### config.mk
export PLATFORM = sky130hd
export DESIGN_NAME = mmio_periph_hub
export DESIGN_NICKNAME = d
export VERILOG_FILES = /design/src/rtl/mmio_hub_pkg.sv /design/src/rtl/mmio_wr_fifo.sv /design/src/rtl/mmio_periph_hub.sv
export SDC_FILE = /design/constraint.sdc
export NUM_CORES = 1
export LEC_CHECK = 0
export CORE_UTILIZATION = 55
export DETAILED_ROUTE_END_ITERATION = 8
export PLACE_DENSITY = 0.79
export REMOVE_ABC_BUFFERS = 1
export SLEW_MARGIN = 20
export SYNTH_ARGS = -nofsm -noshare
export SYNTH_HDL_FRONTEND = slang
export SYNTH_SLANG_ARGS = --single-unit
### constraint.sdc
create_clock -name clock_100 -period 10.63 [get_ports clock_100]
set_input_delay 1.063 -clock clock_100 [delete_from_list [all_inputs] [get_ports clock_100]]
set_output_delay 1.063 -clock clock_100 [all_outputs]
set_load 0.02 [all_outputs]
### src/rtl/mmio_hub_pkg.sv
// rtl/mmio_hub_pkg.sv - address map, dot FIFO entry layout and LFSR taps for mmio_periph_hub
//
// Shared by mmio_periph_hub and mmio_wr_fifo. Holds:
//   - the default address map (RNG read port, dot X/Y windows, status address)
//   - the dot FIFO entry layout {is_y, id, loc} and its width
//   - Galois LFSR tap masks for the supported widths and a one-step helper
package mmio_hub_pkg;

  // Address map (byte-agnostic word addresses as seen on cpu_addr)
  localparam int RNG_ADDR    = 99;
  localparam int STATUS_ADDR = RNG_ADDR - 1;
  localparam int DOT_BASE    = 100;
  localparam int NUM_DOTS    = 450;
  localparam int DOT_Y_BASE  = DOT_BASE + NUM_DOTS;       // first Y address
  localparam int DOT_END     = DOT_BASE + 2 * NUM_DOTS;   // one past last Y address

  // Dot FIFO entry layout
  localparam int DOT_ID_W  = $clog2(NUM_DOTS);
  localparam int DOT_LOC_W = 32;

  typedef struct packed {
    logic                 is_y;
    logic [DOT_ID_W-1:0]  id;
    logic [DOT_LOC_W-1:0] loc;
  } dot_entry_t;

  localparam int DOT_ENTRY_W = $bits(dot_entry_t);

  // Galois toggle masks: bit (e-1) set for every non-constant term x^e
  localparam logic [31:0] LFSR_TAPS_32 = 32'h8020_0003;  // x^32+x^22+x^2+x+1
  localparam logic [15:0] LFSR_TAPS_16 = 16'hB400;       // x^16+x^14+x^13+x^11+1

  // One right-shifting Galois step; narrower LFSRs are zero-extended into 32 bits
  function automatic logic [31:0] galois_step(input logic [31:0] state,
                                              input logic [31:0] taps);
    return (state >> 1) ^ (state[0] ? taps : 32'h0);
  endfunction

endpackage

### src/rtl/mmio_wr_fifo.sv
// rtl/mmio_wr_fifo.sv - synchronous first-word-fall-through FIFO for dot writes
//
// Ports:
//   clock_100  in   clock
//   reset      in   asynchronous, active-high
//   push       in   write push_data (ignored when full unless popping in the same cycle)
//   push_data  in   entry to store
//   pop        in   remove the head (ignored when empty)
//   valid      out  head entry present
//   head       out  head entry, read straight from storage
//   count      out  current occupancy, 0..DEPTH
module mmio_wr_fifo #(
  parameter int WIDTH = 8,
  parameter int DEPTH = 8
) (
  input  logic                     clock_100,
  input  logic                     reset,
  input  logic                     push,
  input  logic [WIDTH-1:0]         push_data,
  input  logic                     pop,
  output logic                     valid,
  output logic [WIDTH-1:0]         head,
  output logic [$clog2(DEPTH):0]   count
);

  localparam int PTR_W = $clog2(DEPTH);

  logic [WIDTH-1:0] mem [DEPTH];
  logic [PTR_W:0]   wr_ptr;
  logic [PTR_W:0]   rd_ptr;
  logic             full;
  logic             do_push;
  logic             do_pop;

  // Extra pointer bit distinguishes full from empty when the indices match
  assign full    = (wr_ptr[PTR_W] != rd_ptr[PTR_W]) &&
                   (wr_ptr[PTR_W-1:0] == rd_ptr[PTR_W-1:0]);
  assign valid   = (wr_ptr != rd_ptr);
  assign count   = wr_ptr - rd_ptr;
  assign do_pop  = pop & valid;
  // When full, a simultaneous pop frees the slot the push lands in
  assign do_push = push & (~full | do_pop);
  assign head    = mem[rd_ptr[PTR_W-1:0]];

  always_ff @(posedge clock_100 or posedge reset) begin
    if (reset) begin
      wr_ptr <= '0;
      rd_ptr <= '0;
    end else begin
      if (do_push) wr_ptr <= wr_ptr + 1'b1;
      if (do_pop)  rd_ptr <= rd_ptr + 1'b1;
    end
  end

  always_ff @(posedge clock_100) begin
    if (do_push) mem[wr_ptr[PTR_W-1:0]] <= push_data;
  end

endmodule

### src/rtl/mmio_periph_hub.sv
// rtl/mmio_periph_hub.sv - CPU data-memory peripheral hub: RNG port, generation counter, dot FIFO
//
// Optional build macro: MMIO_HUB_STATUS_EN adds a read-only status word at RNG_ADDR-1
// ({overflow, zeros, FIFO occupancy}); a strobed read of it clears fifo_overflow.
//
// Ports:
//   clock_100      in   100 MHz clock
//   reset          in   asynchronous, active-high
//   cpu_stb        in   one-cycle pulse per processor clock edge, qualifies cpu_* and inc_gen
//   cpu_addr       in   data-memory address
//   cpu_we         in   data-memory write enable
//   cpu_wdata      in   write data
//   ram_rdata      in   RAM read data
//   cpu_rdata      out  muxed read data (combinational)
//   inc_gen        in   generation increment request
//   gen_count      out  generation value for the 7-segment driver
//   dot_valid      out  dot FIFO head valid
//   dot_ready      in   VGA accepts the head
//   dot_is_y       out  head is a Y coordinate
//   dot_id         out  head dot index
//   dot_loc        out  head coordinate value
//   fifo_overflow  out  sticky: a dot write was dropped
module mmio_periph_hub #(
  parameter int          ADDR_W     = 32,
  parameter int          DATA_W     = 32,
  parameter int          NUM_DOTS   = mmio_hub_pkg::NUM_DOTS,
  parameter int          DOT_BASE   = mmio_hub_pkg::DOT_BASE,
  parameter int          RNG_ADDR   = mmio_hub_pkg::RNG_ADDR,
  parameter int          LFSR_W     = 32,
  parameter logic [31:0] LFSR_SEED  = 32'hACE1_0001,
  parameter int          FIFO_DEPTH = 8,
  parameter int          GEN_W      = 14,
  parameter int          GEN_MAX    = 9999
) (
  input  logic                        clock_100,
  input  logic                        reset,
  input  logic                        cpu_stb,
  input  logic [ADDR_W-1:0]           cpu_addr,
  input  logic                        cpu_we,
  input  logic [DATA_W-1:0]           cpu_wdata,
  input  logic [DATA_W-1:0]           ram_rdata,
  output logic [DATA_W-1:0]           cpu_rdata,
  input  logic                        inc_gen,
  output logic [GEN_W-1:0]            gen_count,
  output logic                        dot_valid,
  input  logic                        dot_ready,
  output logic                        dot_is_y,
  output logic [$clog2(NUM_DOTS)-1:0] dot_id,
  output logic [DATA_W-1:0]           dot_loc,
  output logic                        fifo_overflow
);

  import mmio_hub_pkg::dot_entry_t;
  import mmio_hub_pkg::DOT_ENTRY_W;
  import mmio_hub_pkg::galois_step;

  localparam int ID_W  = $clog2(NUM_DOTS);
  localparam int CNT_W = $clog2(FIFO_DEPTH) + 1;

  localparam logic [ADDR_W-1:0] A_RNG  = ADDR_W'(RNG_ADDR);
  localparam logic [ADDR_W-1:0] A_X_LO = ADDR_W'(DOT_BASE);
  localparam logic [ADDR_W-1:0] A_Y_LO = ADDR_W'(DOT_BASE + NUM_DOTS);
  localparam logic [ADDR_W-1:0] A_END  = ADDR_W'(DOT_BASE + 2 * NUM_DOTS);

  localparam logic [31:0] TAPS = (LFSR_W == 16) ? {16'h0, mmio_hub_pkg::LFSR_TAPS_16}
                                                : mmio_hub_pkg::LFSR_TAPS_32;

  logic [LFSR_W-1:0] lfsr_q;
  logic [LFSR_W-1:0] lfsr_next;
  logic              in_window;
  logic              is_y;
  logic              push;
  logic              pop;
  logic              full;
  logic              drop;
  dot_entry_t        push_entry;
  dot_entry_t        head_entry;
  logic [CNT_W-1:0]  fifo_count;

  // ---------------- LFSR ----------------
  assign lfsr_next = LFSR_W'(galois_step(32'(lfsr_q), TAPS));

  always_ff @(posedge clock_100 or posedge reset) begin
    if (reset)        lfsr_q <= LFSR_SEED[LFSR_W-1:0];
    else if (cpu_stb) lfsr_q <= lfsr_next;
  end

  // ---------------- generation counter ----------------
  always_ff @(posedge clock_100 or posedge reset) begin
    if (reset)
      gen_count <= '0;
    else if (cpu_stb && inc_gen)
      gen_count <= (gen_count == GEN_W'(GEN_MAX)) ? '0 : gen_count + 1'b1;
  end

  // ---------------- dot decode ----------------
  assign in_window = (cpu_addr >= A_X_LO) && (cpu_addr < A_END);
  assign is_y      = (cpu_addr >= A_Y_LO);
  assign push      = cpu_stb & cpu_we & in_window;
  assign pop       = dot_valid & dot_ready;
  assign full      = (fifo_count == CNT_W'(FIFO_DEPTH));
  assign drop      = push & full & ~pop;

  always_comb begin
    push_entry      = '0;
    push_entry.is_y = is_y;
    push_entry.id   = ID_W'(cpu_addr - (is_y ? A_Y_LO : A_X_LO));
    push_entry.loc  = cpu_wdata;
  end

  mmio_wr_fifo #(
    .WIDTH (DOT_ENTRY_W),
    .DEPTH (FIFO_DEPTH)
  ) u_fifo (
    .clock_100 (clock_100),
    .reset     (reset),
    .push      (push),
    .push_data (push_entry),
    .pop       (pop),
    .valid     (dot_valid),
    .head      (head_entry),
    .count     (fifo_count)
  );

  assign dot_is_y = head_entry.is_y;
  assign dot_id   = head_entry.id;
  assign dot_loc  = head_entry.loc;

  // ---------------- overflow flag and read mux ----------------
`ifdef MMIO_HUB_STATUS_EN
  localparam logic [ADDR_W-1:0] A_STATUS = ADDR_W'(RNG_ADDR - 1);

  logic status_rd;
  assign status_rd = cpu_stb & ~cpu_we & (cpu_addr == A_STATUS);

  // A drop in the same cycle as the clearing read wins
  always_ff @(posedge clock_100 or posedge reset) begin
    if (reset)          fifo_overflow <= 1'b0;
    else if (drop)      fifo_overflow <= 1'b1;
    else if (status_rd) fifo_overflow <= 1'b0;
  end

  always_comb begin
    cpu_rdata = ram_rdata;
    if (cpu_addr == A_STATUS) begin
      cpu_rdata              = '0;
      cpu_rdata[DATA_W-1]    = fifo_overflow;
      cpu_rdata[CNT_W-1:0]   = fifo_count;
    end
    if (cpu_addr == A_RNG) cpu_rdata = DATA_W'(lfsr_q);
  end
`else
  always_ff @(posedge clock_100 or posedge reset) begin
    if (reset)     fifo_overflow <= 1'b0;
    else if (drop) fifo_overflow <= 1'b1;
  end

  always_comb begin
    cpu_rdata = ram_rdata;
    if (cpu_addr == A_RNG) cpu_rdata = DATA_W'(lfsr_q);
  end
`endif

endmodule

==> run summary, run 1 <==
Die Y-Extent = 171.7 µm
worst-skew pair later-pin latency = 0.53 ns
setup TNS = 0 ns
TritonCTS clock tree = yes
final WL = 32280 µm
Async SR Flop Fraction = 14.07%
Core ar. = 28090 µm²
clk slew on worst S/H paths = 0.06 ns
H-tree depth = 2
Layout Cells excl Fill = 1461
Max clock buf depth = 3
ys flop type = edfxtp_1
largest net degree at the start of global routing = 77
number of global-route vias before repair = 8782
Wirelength per Cell = 22.09 µm
clock skew = 0.01768 ns
fmax = 0.1907 GHz
WHS = 0.4896 ns
Tot Pwr = 0.004560 W
sequential cell area = 11490 µm²
Ports = 192
vias post-DR = 8401
gpl congestion = 0.8297
Cells after DPL = 1393
Slew HR = 25.93%
Critical Path RT = 9.57 ns
worst slew pin tran = 1.111 ns
Yosys reg bits = 391
share of cells above drive strength 1 = 22.53%
slowest CP cell = and4_2
synthesized area = 15840 µm²
final setup fails = 0
first-pass GRT wire length = 48840 µm
CP peak stage delay = 0.93 ns
CP endpoint kind = output pin
Final min period = 5.245 ns
total CTS buffers = 40
Pwr Density = 234.8 nW/µm²
Peak VDD IR = 0.1429 mV
Critical Path Most Common Cell = clkdlybuf4s50_1
crit path DAT = 4.18 ns
Hold Vio Cnt, Final = 0
antenna viol nets, final = 0
CP max FO = 32
drt first pass iters = 5
area delta synth->final = 22.59%
Pleak = 6.729 nW
die extent in x = 171.7 µm
post-synthesis cell count = 848
# port buffers = 191
Initial Utilization = 56.41%
RSZ-0062 raised after global routing = false
final period utilization = 49.34%
Post-route DRC = 0
delay-heaviest family, CP = simple AND/OR/NAND/NOR gates
CTS Root Cell = clkbuf_16
grt ovf = 0
initial antenna violation count = 0
post-synth cell types = 43
Post-CTS Resized = 0
Slew Viols, Final = 0
hold buffers post-CTS = 0
Crit Path Category = input pin to output pin
DP HPWL = 18590 µm
fin nets = 1169
Max Cap Viol = 0
Multi-input gate area = 4139 µm²
Setup Buffers After CTS = 0
filler instances = 1832
drt initial violations = 618
commonest non-fill, non-tap cell in the layout = edfxtp_1
Total GRT Usage = 22.67%
worst path cell trace = clkdlybuf4s50_1 > nor4_1 > nand4_1 > nor2_2 > and4_2 > mux2_2 > clkdlybuf4s50_1
Min-Delay Path Class = flop to flop
Synth warnings = 0
clock sink count = 391
mean post-synth cell area = 18.68 µm²
WP buf/inv = 2
ANT cells = 0
most frequent cells in the layout = edfxtp_1 (336), clkdlybuf4s50_1 (191), nand2_1 (142), mux4_2 (84), dfrtp_1 (43)
Die Area = 29490 µm²
detail-routed via count per cell = 5.750
EDFF count, synth = 336
Seq/Total Area, Yosys = 72.44%
CP startpoint kind = input pin
Rows = 61
status = complete, no violations
through the flow:
step                utilization, %  worst slack, ns  instance area (µm²)
global route                 69.15            5.201                19420
floorplan                        -            1.586                15610
finish                       69.15            5.385                19420
CTS                          69.15            5.364                19420
global placement             64.64            5.357                18160
detailed placement           64.64            5.361                18160
cells by family after synthesis:
| logic type | count (synthesis) | share of synthesized area (%) |
|---|---|---|
| AO/OA/AOI/OAI | 14 | 0.5607 |
| flip-flops | 391 | 72.44 |
| XOR/XNOR | 30 | 1.658 |
| AND/OR/NAND/NOR | 208 | 5.662 |
| adder cells (fa/ha/maj) | 10 | 0.8371 |
| buffers and inverters | 48 | 1.690 |
| multiplexers | 147 | 17.15 |
final timing paths:
path,start,endpoint,slack [ns],depth (start not counted)
worst max-delay path,cpu_addr[17],cpu_rdata[0],5.39,7
worst min register to register,u_fifo.rd_ptr[3]$_DFFE_PP0P_,u_fifo.rd_ptr[3]$_DFFE_PP0P_,0.49,1
worst min-delay path,u_fifo.rd_ptr[3]$_DFFE_PP0P_,u_fifo.rd_ptr[3]$_DFFE_PP0P_,0.49,1
worst max register to register,u_fifo.rd_ptr[2]$_DFFE_PP0P_,u_fifo.mem[1][2]$_DFFE_PP_,5.80,8
max in group asynchronous,reset,u_fifo.rd_ptr[0]$_DFFE_PP0P_,9.03,3
min in group asynchronous,reset,gen_count[9]$_DFFE_PP0P_,1.04,3
synthesized netlist by cell type, types with 2 or more instances:
master	instances	area share, %
xnor2_1	16	0.88
buf_4	4	0.19
xor2_1	14	0.77
ha_1	9	0.71
buf_6	2	0.14
inv_1	8	0.19
nand2_1	142	3.4
dfrtp_1	46	7.3
or3_1	2	0.079
nand4_1	2	0.079
nand2b_1	2	0.079
a21oi_1	5	0.16
buf_2	7	0.22
nor4_1	7	0.28
dfstp_2	9	1.5
nor3_1	11	0.35
and3_1	7	0.28
edfxtp_1	336	64
nor2_1	15	0.36
mux2_4	31	2.9
buf_1	2	0.047
clkbuf_1	21	0.50
buf_12	3	0.38
o21ai_0	3	0.095
mux4_2	84	12
mux2_2	32	2.3
nand3_1	12	0.38
worst reg2reg max path: stages, from the launching register on:
cell and delay, ns:
dfrtp_2 1.10, inv_2 0.75, ha_1 0.57, nand3_1 0.10
nor3_1 0.06, nor3_1 0.29, nand2_2 0.24, nor3_2 0.75
buf_4 0.59
layout make-up:
type / instances / area share (%)
multi-input cells: 409 / 21.31
repair buffers: 206 / 10.42
flip-flops and latches: 391 / 59.14
inverters: 9 / 0.1739
clock buffers: 56 / 5.785
well taps: 378 / 2.435
clock inverters: 12 / 0.7344
power by group:
part           switching, W  internal [W]  leakage [nW]
clock              0.000554      0.000791         0.605
combinational      0.000603      0.000671          2.42
sequential         0.000174       0.00177          3.70
metal layers:
metal  GRT usage (%)  up-vias  share of wire (%)
li1                -     3711                  -
met1           30.19     4281                 41
met2           37.95      357                 50
met3           4.602       52                7.0
met4           6.716        0                1.9
met5               0        -                  0
state kept, by name, indices dropped and copies added, names as in the netlist:
register,flops
fifo_overflow,1
u_fifo.wr_ptr,4
lfsr_q,32
gen_count,14
u_fifo.mem,336
u_fifo.rd_ptr,4
(Power assumes the default switching activity.)
==> inputs of run 2 (changes only) <==
clock period = 5.16 ns   (was 10.63 ns; I/O delays follow)
==> run 2 against run 1 <==
Die area unchanged; sequential power up 100%; combinational power rose by 110%; first-iteration DRC count is 5.5% higher; largest power group unchanged; flip-flop and latch count unchanged; global-route usage rose by 0.43 points; highest routed layer unchanged.
==> run summary, run 2 (synthesized netlist as in run 1, its figures left out) <==
status = complete, no violations
drt initial violations = 652
share of cells above drive strength 1 = 22.64%
CP max FO = 42
filler instances = 1837
Initial Utilization = 56.41%
DP HPWL = 19020 µm
clock sink count = 391
Slew HR = 29.89%
crit path DAT = 3.45 ns
pre-CTS WS = 1.319 ns
ANT cells = 0
Total GRT Usage = 23.10%
area delta synth->final = 22.53%
Core ar. = 28090 µm²
Min-Delay Path Class = flop to flop
gpl congestion = 0.7907
H-tree depth = 2
die extent in x = 171.7 µm
Final min period = 3.968 ns
Critical Path RT = 4.64 ns
vias post-DR = 8475
final WL = 32610 µm
number of global-route vias before repair = 8903
CTS Root Cell = clkbuf_16
Setup Buffers After CTS = 0
TritonCTS clock tree = yes
Layout Cells excl Fill = 1469
fmax = 0.2520 GHz
most frequent cells in the layout = edfxtp_1 (336), clkdlybuf4s50_1 (191), nand2_1 (142), mux4_2 (84), dfrtp_1 (43)
CP endpoint kind = output pin
Wirelength per Cell = 22.20 µm
grt ovf = 0
first-pass GRT wire length = 50090 µm
Crit Path Category = flop to output pin
WHS = 0.4687 ns
clk slew on worst S/H paths = 0.06 ns
final core utilization = 69.12%
Cells after DPL = 1398
largest net degree at the start of global routing = 73
detail-routed via count per cell = 5.769
initial antenna violation count = 0
Rows = 61
Max clock buf depth = 3
antenna viol nets, final = 0
total CTS buffers = 41
Die Area = 29490 µm²
Post-route DRC = 0
Pwr Density = 479.4 nW/µm²
Peak VDD IR = 0.3265 mV
clock skew = 0.02195 ns
CP startpoint kind = flop
final period utilization = 76.90%
Max Cap Viol = 0
worst-skew pair later-pin latency = 0.53 ns
final setup fails = 0
drt first pass iters = 5
worst slew pin tran = 1.052 ns
Hold Vio Cnt, Final = 0
# port buffers = 191
Post-CTS Resized = 0
max reg flops = 336
RSZ-0062 raised after global routing = false
hold buffers post-CTS = 0
Die Y-Extent = 171.7 µm
Final Worst Setup Slack = 1.192 ns
commonest non-fill, non-tap cell in the layout = edfxtp_1
Ports = 192
Slew Viols, Final = 0
Pleak = 6.747 nW
fin nets = 1175
-- run 2: changes by cell type in the layout (fill, tap and decap cells not counted), sizes merged --
cell / delta
bufinv: -1
clkinvlp: -3
clkinv: +11
buf: +5
clkbuf: -4
-- run 2: path summary, 6_finish.rpt --
kind                       depth (start not counted)                    startpoint  slack (ns)                           end
max in group asynchronous                          3                         reset        4.12  u_fifo.rd_ptr[0]$_DFFE_PP0P_
max reg2reg                                        7  u_fifo.rd_ptr[0]$_DFFE_PP0P_        1.64    u_fifo.mem[1][2]$_DFFE_PP_
min                                                1     fifo_overflow$_DFFE_PP0P_        0.47     fifo_overflow$_DFFE_PP0P_
max                                                5  u_fifo.rd_ptr[0]$_DFFE_PP0P_        1.19                   dot_loc[28]
min reg2reg                                        1     fifo_overflow$_DFFE_PP0P_        0.47     fifo_overflow$_DFFE_PP0P_
min in group asynchronous                          3                         reset        0.50      gen_count[9]$_DFFE_PP0P_
-- run 2: layer usage --
| metal | up-vias | global-route usage, % | part of all wire [%] |
|---|---|---|---|
| met3 | 48 | 4.579 | 7.7 |
| met1 | 4324 | 30.35 | 40 |
| met4 | 0 | 6.638 | 1.8 |
| li1 | 3721 | - | - |
| met2 | 382 | 39.31 | 50 |
| met5 | - | 0 | 0 |
-- run 2: through the flow --
step	instance area [µm²]	total power, W	TNS (ns)
after floorplan	15610	0.005720	-964.51
after global placement	18210	0.006691	0
after detailed placement	18210	0.006732	0
after CTS	19410	0.009414	0
after global routing	19410	0.009724	0
final	19410	0.009307	0
-- run 2: final cells by class --
cell class	instances	area [µm²]	share of cell area, %
Tap cell	378	473.0	2.436
Timing Repair Buffer	211	2074	10.69
Sequential cell	391	11490	59.16
Multi-Input combinational cell	409	4139	21.32
Inverter	9	33.78	0.1740
Clock buffer	52	1087	5.601
Clock inverter	19	120.1	0.6187
-- run 2: critical path: stages (launching register included) --
cell             delay [ns]
dfrtp_4                0.97
buf_4                  0.58
mux4_2                 0.58
nand2_1                0.10
nand2_1                0.11
clkdlybuf4s50_1        0.55
-- run 2: where the power goes --
part	total (W)	switching, W	internal (W)	leakage (nW)
Sequential	0.00392	0.000282	0.00364	3.70
Combinational	0.00272	0.00132	0.00139	2.45
Clock	0.00267	0.00113	0.00154	0.596
Total	0.00931	0.00274	0.00657	6.75
